### src/rtl/mod_if_if.sv
// ============================================================================
// mod_if_if : instruction-memory request/response bus for the fetch stage
// Rev 1.0
// ============================================================================
`default_nettype none

interface mod_if_if;
   logic        imem_req;
   logic [15:0] imem_addr;
   logic        imem_ready;
   logic [15:0] imem_data;

   modport master (
      output imem_req,
      output imem_addr,
      input  imem_ready,
      input  imem_data
   );

   modport slave (
      input  imem_req,
      input  imem_addr,
      output imem_ready,
      output imem_data
   );
endinterface

`default_nettype wire

### src/rtl/mod_if.sv
// ============================================================================
// mod_if : instruction fetch with skid buffer, redirect drain and IF/ID register
// Rev 1.0
// ============================================================================
`default_nettype none

module mod_if #(
   parameter logic [15:0] RESET_PC    = 16'h0000,
   parameter logic [3:0]  HALT_OPCODE = 4'hF
) (
   input  wire logic        clk,
   input  wire logic        rst,
   input  wire logic        stall,
   input  wire logic        flush,
   input  wire logic [15:0] redirect_pc,
   mod_if_if.master         imem,
   output logic      [15:0] instruction,
   output logic      [15:0] pc,
   output logic             if_valid,
   output logic             halted
);

   localparam logic [1:0] S_FETCH = 2'd0;
   localparam logic [1:0] S_DRAIN = 2'd1;
   localparam logic [1:0] S_HOLD  = 2'd2;
   localparam logic [1:0] S_HALT  = 2'd3;

   logic [1:0]  state_q, state_d;
   logic [15:0] pc_q, pc_d;
   logic [15:0] req_addr_q, req_addr_d;
   logic [15:0] buf_q, buf_d;
   logic [15:0] instr_q, instr_d;
   logic [15:0] out_pc_q, out_pc_d;
   logic        valid_q, valid_d;
   logic        halted_q, halted_d;

   logic [15:0] redirect_even;
   logic [15:0] pc_plus2;
   logic        data_is_halt;
   logic        buf_is_halt;

   assign redirect_even = redirect_pc & 16'hFFFE;
   assign pc_plus2      = pc_q + 16'd2;
   assign data_is_halt  = (imem.imem_data[15:12] == HALT_OPCODE);
   assign buf_is_halt   = (buf_q[15:12] == HALT_OPCODE);

   always_ff @(posedge clk) begin
      if (rst) begin
         state_q    <= S_FETCH;
         pc_q       <= RESET_PC;
         req_addr_q <= RESET_PC;
         buf_q      <= 16'h0000;
         instr_q    <= 16'h0000;
         out_pc_q   <= 16'h0000;
         valid_q    <= 1'b0;
         halted_q   <= 1'b0;
      end else begin
         state_q    <= state_d;
         pc_q       <= pc_d;
         req_addr_q <= req_addr_d;
         buf_q      <= buf_d;
         instr_q    <= instr_d;
         out_pc_q   <= out_pc_d;
         valid_q    <= valid_d;
         halted_q   <= halted_d;
      end
   end

   always_comb begin
      state_d = state_q;
      case (state_q)
         S_FETCH: begin
            if (imem.imem_ready) begin
               if (flush)             state_d = S_FETCH;
               else if (stall)        state_d = S_HOLD;
               else if (data_is_halt) state_d = S_HALT;
               else                   state_d = S_FETCH;
            end else if (flush) begin
               state_d = S_DRAIN;
            end
         end
         S_DRAIN: begin
            if (imem.imem_ready) state_d = S_FETCH;
         end
         S_HOLD: begin
            if (flush)       state_d = S_FETCH;
            else if (!stall) state_d = buf_is_halt ? S_HALT : S_FETCH;
         end
         S_HALT: begin
            if (flush) state_d = S_FETCH;
         end
         default: state_d = S_FETCH;
      endcase
   end

   always_comb begin
      pc_d       = pc_q;
      req_addr_d = req_addr_q;
      buf_d      = buf_q;
      instr_d    = instr_q;
      out_pc_d   = out_pc_q;
      valid_d    = valid_q;
      halted_d   = halted_q;

      // IF/ID becomes a bubble unless held by stall; loads below override
      if (flush || !stall) begin
         valid_d = 1'b0;
         instr_d = 16'h0000;
      end

      case (state_q)
         S_FETCH: begin
            if (imem.imem_ready) begin
               if (flush) begin
                  pc_d       = redirect_even;
                  req_addr_d = redirect_even;
               end else if (stall) begin
                  buf_d = imem.imem_data;
                  pc_d  = pc_plus2;
               end else begin
                  instr_d    = imem.imem_data;
                  out_pc_d   = pc_plus2;
                  valid_d    = 1'b1;
                  pc_d       = pc_plus2;
                  req_addr_d = pc_plus2;
                  halted_d   = data_is_halt;
               end
            end else if (flush) begin
               pc_d = redirect_even;
            end
         end
         S_DRAIN: begin
            // The stale request completes here; restart at the newest target
            if (imem.imem_ready) begin
               pc_d       = flush ? redirect_even : pc_q;
               req_addr_d = flush ? redirect_even : pc_q;
            end else if (flush) begin
               pc_d = redirect_even;
            end
         end
         S_HOLD: begin
            if (flush) begin
               pc_d       = redirect_even;
               req_addr_d = redirect_even;
            end else if (!stall) begin
               instr_d    = buf_q;
               out_pc_d   = pc_q;
               valid_d    = 1'b1;
               req_addr_d = pc_q;
               halted_d   = buf_is_halt;
            end
         end
         S_HALT: begin
            if (flush) begin
               halted_d   = 1'b0;
               pc_d       = redirect_even;
               req_addr_d = redirect_even;
            end
         end
         default: ;
      endcase
   end

   assign imem.imem_req  = !rst && ((state_q == S_FETCH) || (state_q == S_DRAIN));
   assign imem.imem_addr = req_addr_q;
   assign instruction    = instr_q;
   assign pc             = out_pc_q;
   assign if_valid       = valid_q;
   assign halted         = halted_q;

endmodule

`default_nettype wire
### src/flat_wrapper.sv
// flat-port wrapper written by rule: the top's interface ports become plain ports
module mod_if_flat 
#(
   parameter logic [15:0] RESET_PC    = 16'h0000,
   parameter logic [3:0]  HALT_OPCODE = 4'hF
)
  (clk, rst, stall, flush, redirect_pc, instruction, pc, if_valid, halted, imem_imem_req, imem_imem_addr, imem_imem_ready, imem_imem_data);
  mod_if_if imem_i ();
  input  wire logic clk;
  input  wire logic rst;
  input  wire logic stall;
  input  wire logic flush;
  input  wire logic [15:0] redirect_pc;
  output logic      [15:0] instruction;
  output logic      [15:0] pc;
  output logic if_valid;
  output logic halted;
  output wire logic [$bits(imem_i.imem_req)-1:0] imem_imem_req;
  output wire logic [$bits(imem_i.imem_addr)-1:0] imem_imem_addr;
  input wire logic [$bits(imem_i.imem_ready)-1:0] imem_imem_ready;
  input wire logic [$bits(imem_i.imem_data)-1:0] imem_imem_data;
  assign imem_imem_req = imem_i.imem_req;
  assign imem_imem_addr = imem_i.imem_addr;
  assign imem_i.imem_ready = imem_imem_ready;
  assign imem_i.imem_data = imem_imem_data;
  mod_if #(.RESET_PC(RESET_PC), .HALT_OPCODE(HALT_OPCODE)) u_core (.clk(clk), .rst(rst), .stall(stall), .flush(flush), .redirect_pc(redirect_pc), .imem(imem_i), .instruction(instruction), .pc(pc), .if_valid(if_valid), .halted(halted));
endmodule
### config.mk
export PLATFORM = sky130hd
export DESIGN_NAME = mod_if_flat
export DESIGN_NICKNAME = d
export VERILOG_FILES = /design/src/rtl/mod_if_if.sv /design/src/rtl/mod_if.sv /design/src/flat_wrapper.sv
export SDC_FILE = /design/constraint.sdc
export NUM_CORES = 1
export LEC_CHECK = 0
export CORE_ASPECT_RATIO = 0.5
export CORE_MARGIN = 2
export CORE_UTILIZATION = 40
export CTS_BUF_LIST = sky130_fd_sc_hd__clkbuf_8 sky130_fd_sc_hd__clkbuf_16
export DETAILED_ROUTE_END_ITERATION = 10
export PLACE_DENSITY_LB_ADDON = 0.05
export RECOVER_POWER = 50
export SYNTH_ARGS = -nofsm -noshare
export SYNTH_HDL_FRONTEND = slang
export SYNTH_SLANG_ARGS = --single-unit
export TNS_END_PERCENT = 5
### constraint.sdc
create_clock -name clk -period 2.5 [get_ports clk]
set_input_delay 0.625 -clock clk [delete_from_list [all_inputs] [get_ports clk]]
set_output_delay 0.625 -clock clk [all_outputs]
set_load 0.02 [all_outputs]
; Word level (Yosys, flattened, before mapping)
; Index checks and enable logic that the tools add are counted.
[classes]
n_reduce_logical = 14
n_eq_ne = 15
bitwise = 1
n_addsub = 1
n_mux = 46
[ops]
columns = operator, count
row1 = 16-bit two-way mux, 19
row2 = 16-bit one-hot mux with 2 select lines, 3
row3 = 16-bit one-hot mux with 4 select lines, 1
row4 = 2-bit two-way mux, 10
row5 = "16-bit by 2-bit adder with 16-bit output, second input constant", 1
row6 = "2-bit inequality test, second input constant", 7
row7 = 1-bit two-way mux, 10
row8 = "3-bit inequality test, second input constant", 3
row9 = "4-bit equality test, second input constant", 2
row10 = 2-bit one-hot mux with 4 select lines, 1
row11 = 4-bit AND reduction, 2
row12 = 7-bit AND reduction, 1
row13 = 6-bit AND reduction, 1
row14 = 5-bit AND reduction, 1
row15 = "2-bit equality test, second input constant", 2
row16 = 1-bit one-hot mux with 3 select lines, 1
row17 = 3-bit nonzero test, 1
row18 = 3-bit OR reduction, 1
row19 = "2-bit by 1-bit equality test with 1-bit output, second input constant", 1
row20 = 1-bit logical NOT, 2
row21 = 2-bit logical NOT, 1
row22 = 1-bit logical OR, 2
row23 = 1-bit one-hot mux with 2 select lines, 1
row24 = 2-bit nonzero test, 1
row25 = other kinds (2), 2
[totals]
out_inout_bits = 51
ff_bits = 84
elab_cells = 85

; Depth between registers and ports, before layout
[logic_depth]
ltp_word = 7
mapped_depth = 9

; Worst setup path before layout
; No wires, ideal clock.
[synth_path]
path_type = register to output
from = register u_core.state_q[0]
to = output port imem_imem_req
stages_incl_launch_ff = 7
t_arrival_ns = 1.386
path_slack_ns = 0.489
cell_sequence = dfxtp_1 inv_1 ha_1 buf_2 clkbuf_1 nor2_1 nor2_1
[synth_via]
elab_chain_cells = 3
word_cells_on_any_way = 4
cone_classes = eq/ne (1) / reduce/logical (3)
[synth_rtl]
columns = item, line
row1 = "start, declared", mod_if.sv:28  ; logic [1:0] state_q, state_d;
row2 = "start signal, assigned", mod_if.sv:58  ; state_q <= state_d;
row3 = 2-bit by 1-bit equality test with 1-bit output or 2-bit logical NOT (tied branches), mod_if.sv:164  ; assign imem.imem_req = !rst && ((state_q == S_FETCH) || (state_q == S_DRAIN));
row4 = 1-bit logical OR *, mod_if.sv:164
row5 = 1-bit logical AND *, mod_if.sv:164
row6 = "end, declared", flat_wrapper.sv:18  ; output wire logic [$bits(imem_i.imem_req)-1:0] imem_imem_req;
; Every way passes the cells marked *; elsewhere a longest branch is shown, timed or not.

; Worst setup path in the final report
; Ends and elaborated chain as after synthesis.

==> impl_metrics.ini <==
[power_and_ir_drop]
p_leak_uw = 0.00227
cellPowerDensity_mw_per_mm2 = 691
power_uw = 3980
ir_drop_mv = 0.299

[floorplanning]
rows = 27
die_area_mm2 = 0.0120
start_util_pct = 40.8
dieWidth_um = 153
core-area_mm2 = 0.0109
pin_count = 88
die_h_um = 78.6

[min_path]
hp-start = u_core.imem.imem_addr[7]
holdPathStages = 2
hold_path_class = flip-flop to flip-flop
hold_end = u_core.imem.imem_addr[7]

[synthesis]
synth-main-ff-cell = dfxtp_1
synth.cell_area_mm2 = 0.00445
synth.most_common_cell = dfxtp_1
synth_fa_ha_area_share_pct = 1.40
synth.distinct_cells = 51
yosys.area_share.simple_pct = 22.1
synth-edff-count = 0
synth_cells = 566
synth_top_area_share_pct = 37.8
async_flop_share_pct = 0
yosys_warnings = 0
synthMuxAreaShare_pct = 3.31
synth_fp_nets = 608
synth_compound_area_share_pct = 21.9
synth_seq_cells = 84
synth_area_per_cell_um2 = 7.87
yosys-top-cells-area = dfxtp_1 38%, a21oi_1 7.3%, nand2_1 6.9%
synth_top_family_by_area = simple AND/OR/NAND/NOR gates
ys_seq_area_share_pct = 37.8
synthTopCellsByCount = 84 x dfxtp_1, 82 x nand2_1, 71 x nor2_1
synth_xor_area_share_pct = 7.47
yosysTopAreaCell = dfxtp_1

[finish]
final_net_count = 673
antennaDiodeCount = 0
drive_above_1_share_pct = 8.33
area_delta_synth_final_pct = 29.3
utilization_pct = 52.8

[placed_design]
gp_congestion = 0.811
portBuffers = 86
dp_hpwl_um = 8300
post-place-ws_ns = 0.0931

[critical_path]
cp_data_arrival_time_ns = 1.67
criticalPathCategory = flip-flop to primary output
r2r-start = u_core.state_q[0]
crit_path_cell_trace = inv_1, ha_1, nor2_1, nor2_1, clkdlybuf4s50_1
end_kind = primary output
timing.rr.end = u_core.buf_q[3]
crit_fanout = 3
cp_common_cell = nor2_1
crit_required_ns = 1.88
worstSetupStartpointType = flip-flop
critPathMaxStageDelay_ns = 0.52
worst-r2r-setup-slack_ns = 0.29
ff2ff_path_depth = 10
slowest_stage = clkdlybuf4s50_1

[clocking]
cts_tree = built
cts_hold_buffers = 0
clockRootBuffer = clkbuf_16
cts-resized-gates = 0
cts_setup_buffers = 0
clk_pin_slew_ns = 0.06
clockBufferDepth = 2
clkSinkCount = 84
cts_buffers = 9
clock_latency_ns = 0.34
cts_htree_levels = 3

[sta]
hold_viol_final = 0
worst_pin_slew_ns = 0.597
worst_slack_ns = 0.208
clock_skew_ns = 0.00953
holdWs_ns = 0.451
max_slew_margin_pct = 60.2
fin_setup_tns_ns = 0
rsz0062_at_grt = false
max_freq_ghz = 0.436
final_max_slew_viol_count = 0
setup_viol = 0
finalCritPeriodShare_pct = 91.7
period_minus_slack_ns = 2.29

[global_routing]
grt_pass1_wl_um = 20000
grt_util_all_layers_pct = 20.7
use_met1_pct = 27.7
met2_usage_pct = 32.9
antenna_found_initial = 0
busiest_layer = met2
grt_max_degree = 50
grt_use_met3_pct = 6.29
globalRouteOverflowTotal = 0
grt_pass1_vias = 3945

[job]
max-cap-violations = 0

[routing]
num_vias = 4134
wirelength_um = 12100
drc = 0
postRouteAntennaNets = 0
first_iter_violations = 165
vias_per_cell = 5.29
post_drt_wl_per_cell_um = 15.5
drt_pre_antenna_iters = 4

[status]
status = finished clean
## per-layer routing
metal,up-vias,share of wire (%)
li1,2095,-
met1,1924,48
met2,104,44
met3,11,6.8
met4,0,0.84
met5,-,0
## state kept, by name, summed over array words and instances (netlist names)
signal / count
u_core.buf_q: 16
u_core.pc_q: 16
u_core.instruction: 16
u_core.imem.imem_addr: 16
u_core.halted: 1
u_core.pc: 16
u_core.state_q: 2
u_core.if_valid: 1
## power by group
| group | leakage (uW) | internal, uW | switching (uW) |
|---|---|---|---|
| logic | 0.00144 | 464 | 620 |
| clock network | 0.000142 | 799 | 554 |
| registers | 0.000686 | 1460 | 88.9 |
## cells in the final DEF (no fill, tap or decap), drive strengths merged, types with 2 or more instances in the layout
cell type	netlist	routed
xnor2	28	28
and2b	3	3
o311ai	5	5
nand2	82	82
nor4	4	4
o211a	3	3
and3	5	5
nand2b	8	8
mux2	6	6
nor2b	5	5
clkdlybuf4s50	0	35
nand4	4	4
a21oi	65	65
dfxtp	84	84
a221oi	3	3
a21o	2	2
clkinvlp	0	3
nor3	11	11
clkbuf	29	13
o21ai	22	22
inv	6	7
a22oi	22	22
xor2	10	10
or3	3	3
a31oi	2	2
o211ai	9	9
a22o	2	2
a211oi	11	11
a221o	2	2
dlygate4sd3	0	50
buf	26	21
and2	2	2
mux2i	8	8
nor2	71	71
nand3	9	9
and4	2	2
ha	5	5
## through the flow
step	cell area, um2	std cells
2_1_floorplan	4450	566
3_3_place_gp	5470	765
3_5_place_dp	5470	765
4_1_cts	5770	781
5_1_grt	5760	781
6_report	5760	781
## worst max-delay path, delay by kind of cell, from the launching register on
family | cells | cell delay [ns]
adders and majority gates | 1 | 0.21
DFF | 1 | 0.36
and+or+nand+nor | 2 | 0.16
buffers and inverters | 2 | 0.61
## cell type report
class | instances | area (um2)
flip-flops and latches | 84 | 1680
well taps | 145 | 181
clock inverters | 6 | 65.1
clock buffers | 10 | 239
repair buffers | 109 | 1070
inverters | 6 | 22.5
multi-input cells | 421 | 2500
fillers | 1095 | 5150
## worst max path at each step
stage	slack, ns	cells past startpoint	endpoint	startpoint
finish	0.21	5	imem_imem_req	u_core.state_q[0]
global placement	0.1	7	u_core.imem.imem_addr[2]	flush
CTS	0.18	5	imem_imem_req	u_core.state_q[0]
detailed placement	0.09	8	u_core.imem.imem_addr[12]	flush
floorplan	0.49	6	imem_imem_req	u_core.state_q[0]
global route	0.04	10	u_core.buf_q[12]	u_core.state_q[0]
## kinds of logic after synthesis
group | count (synthesis)
fa+ha+maj | 5
mux | 14
simple gates | 210
buf+inv | 61
compound gates | 154
xor+xnor | 38
flops | 84
Power figures use the tool's default switching activity.
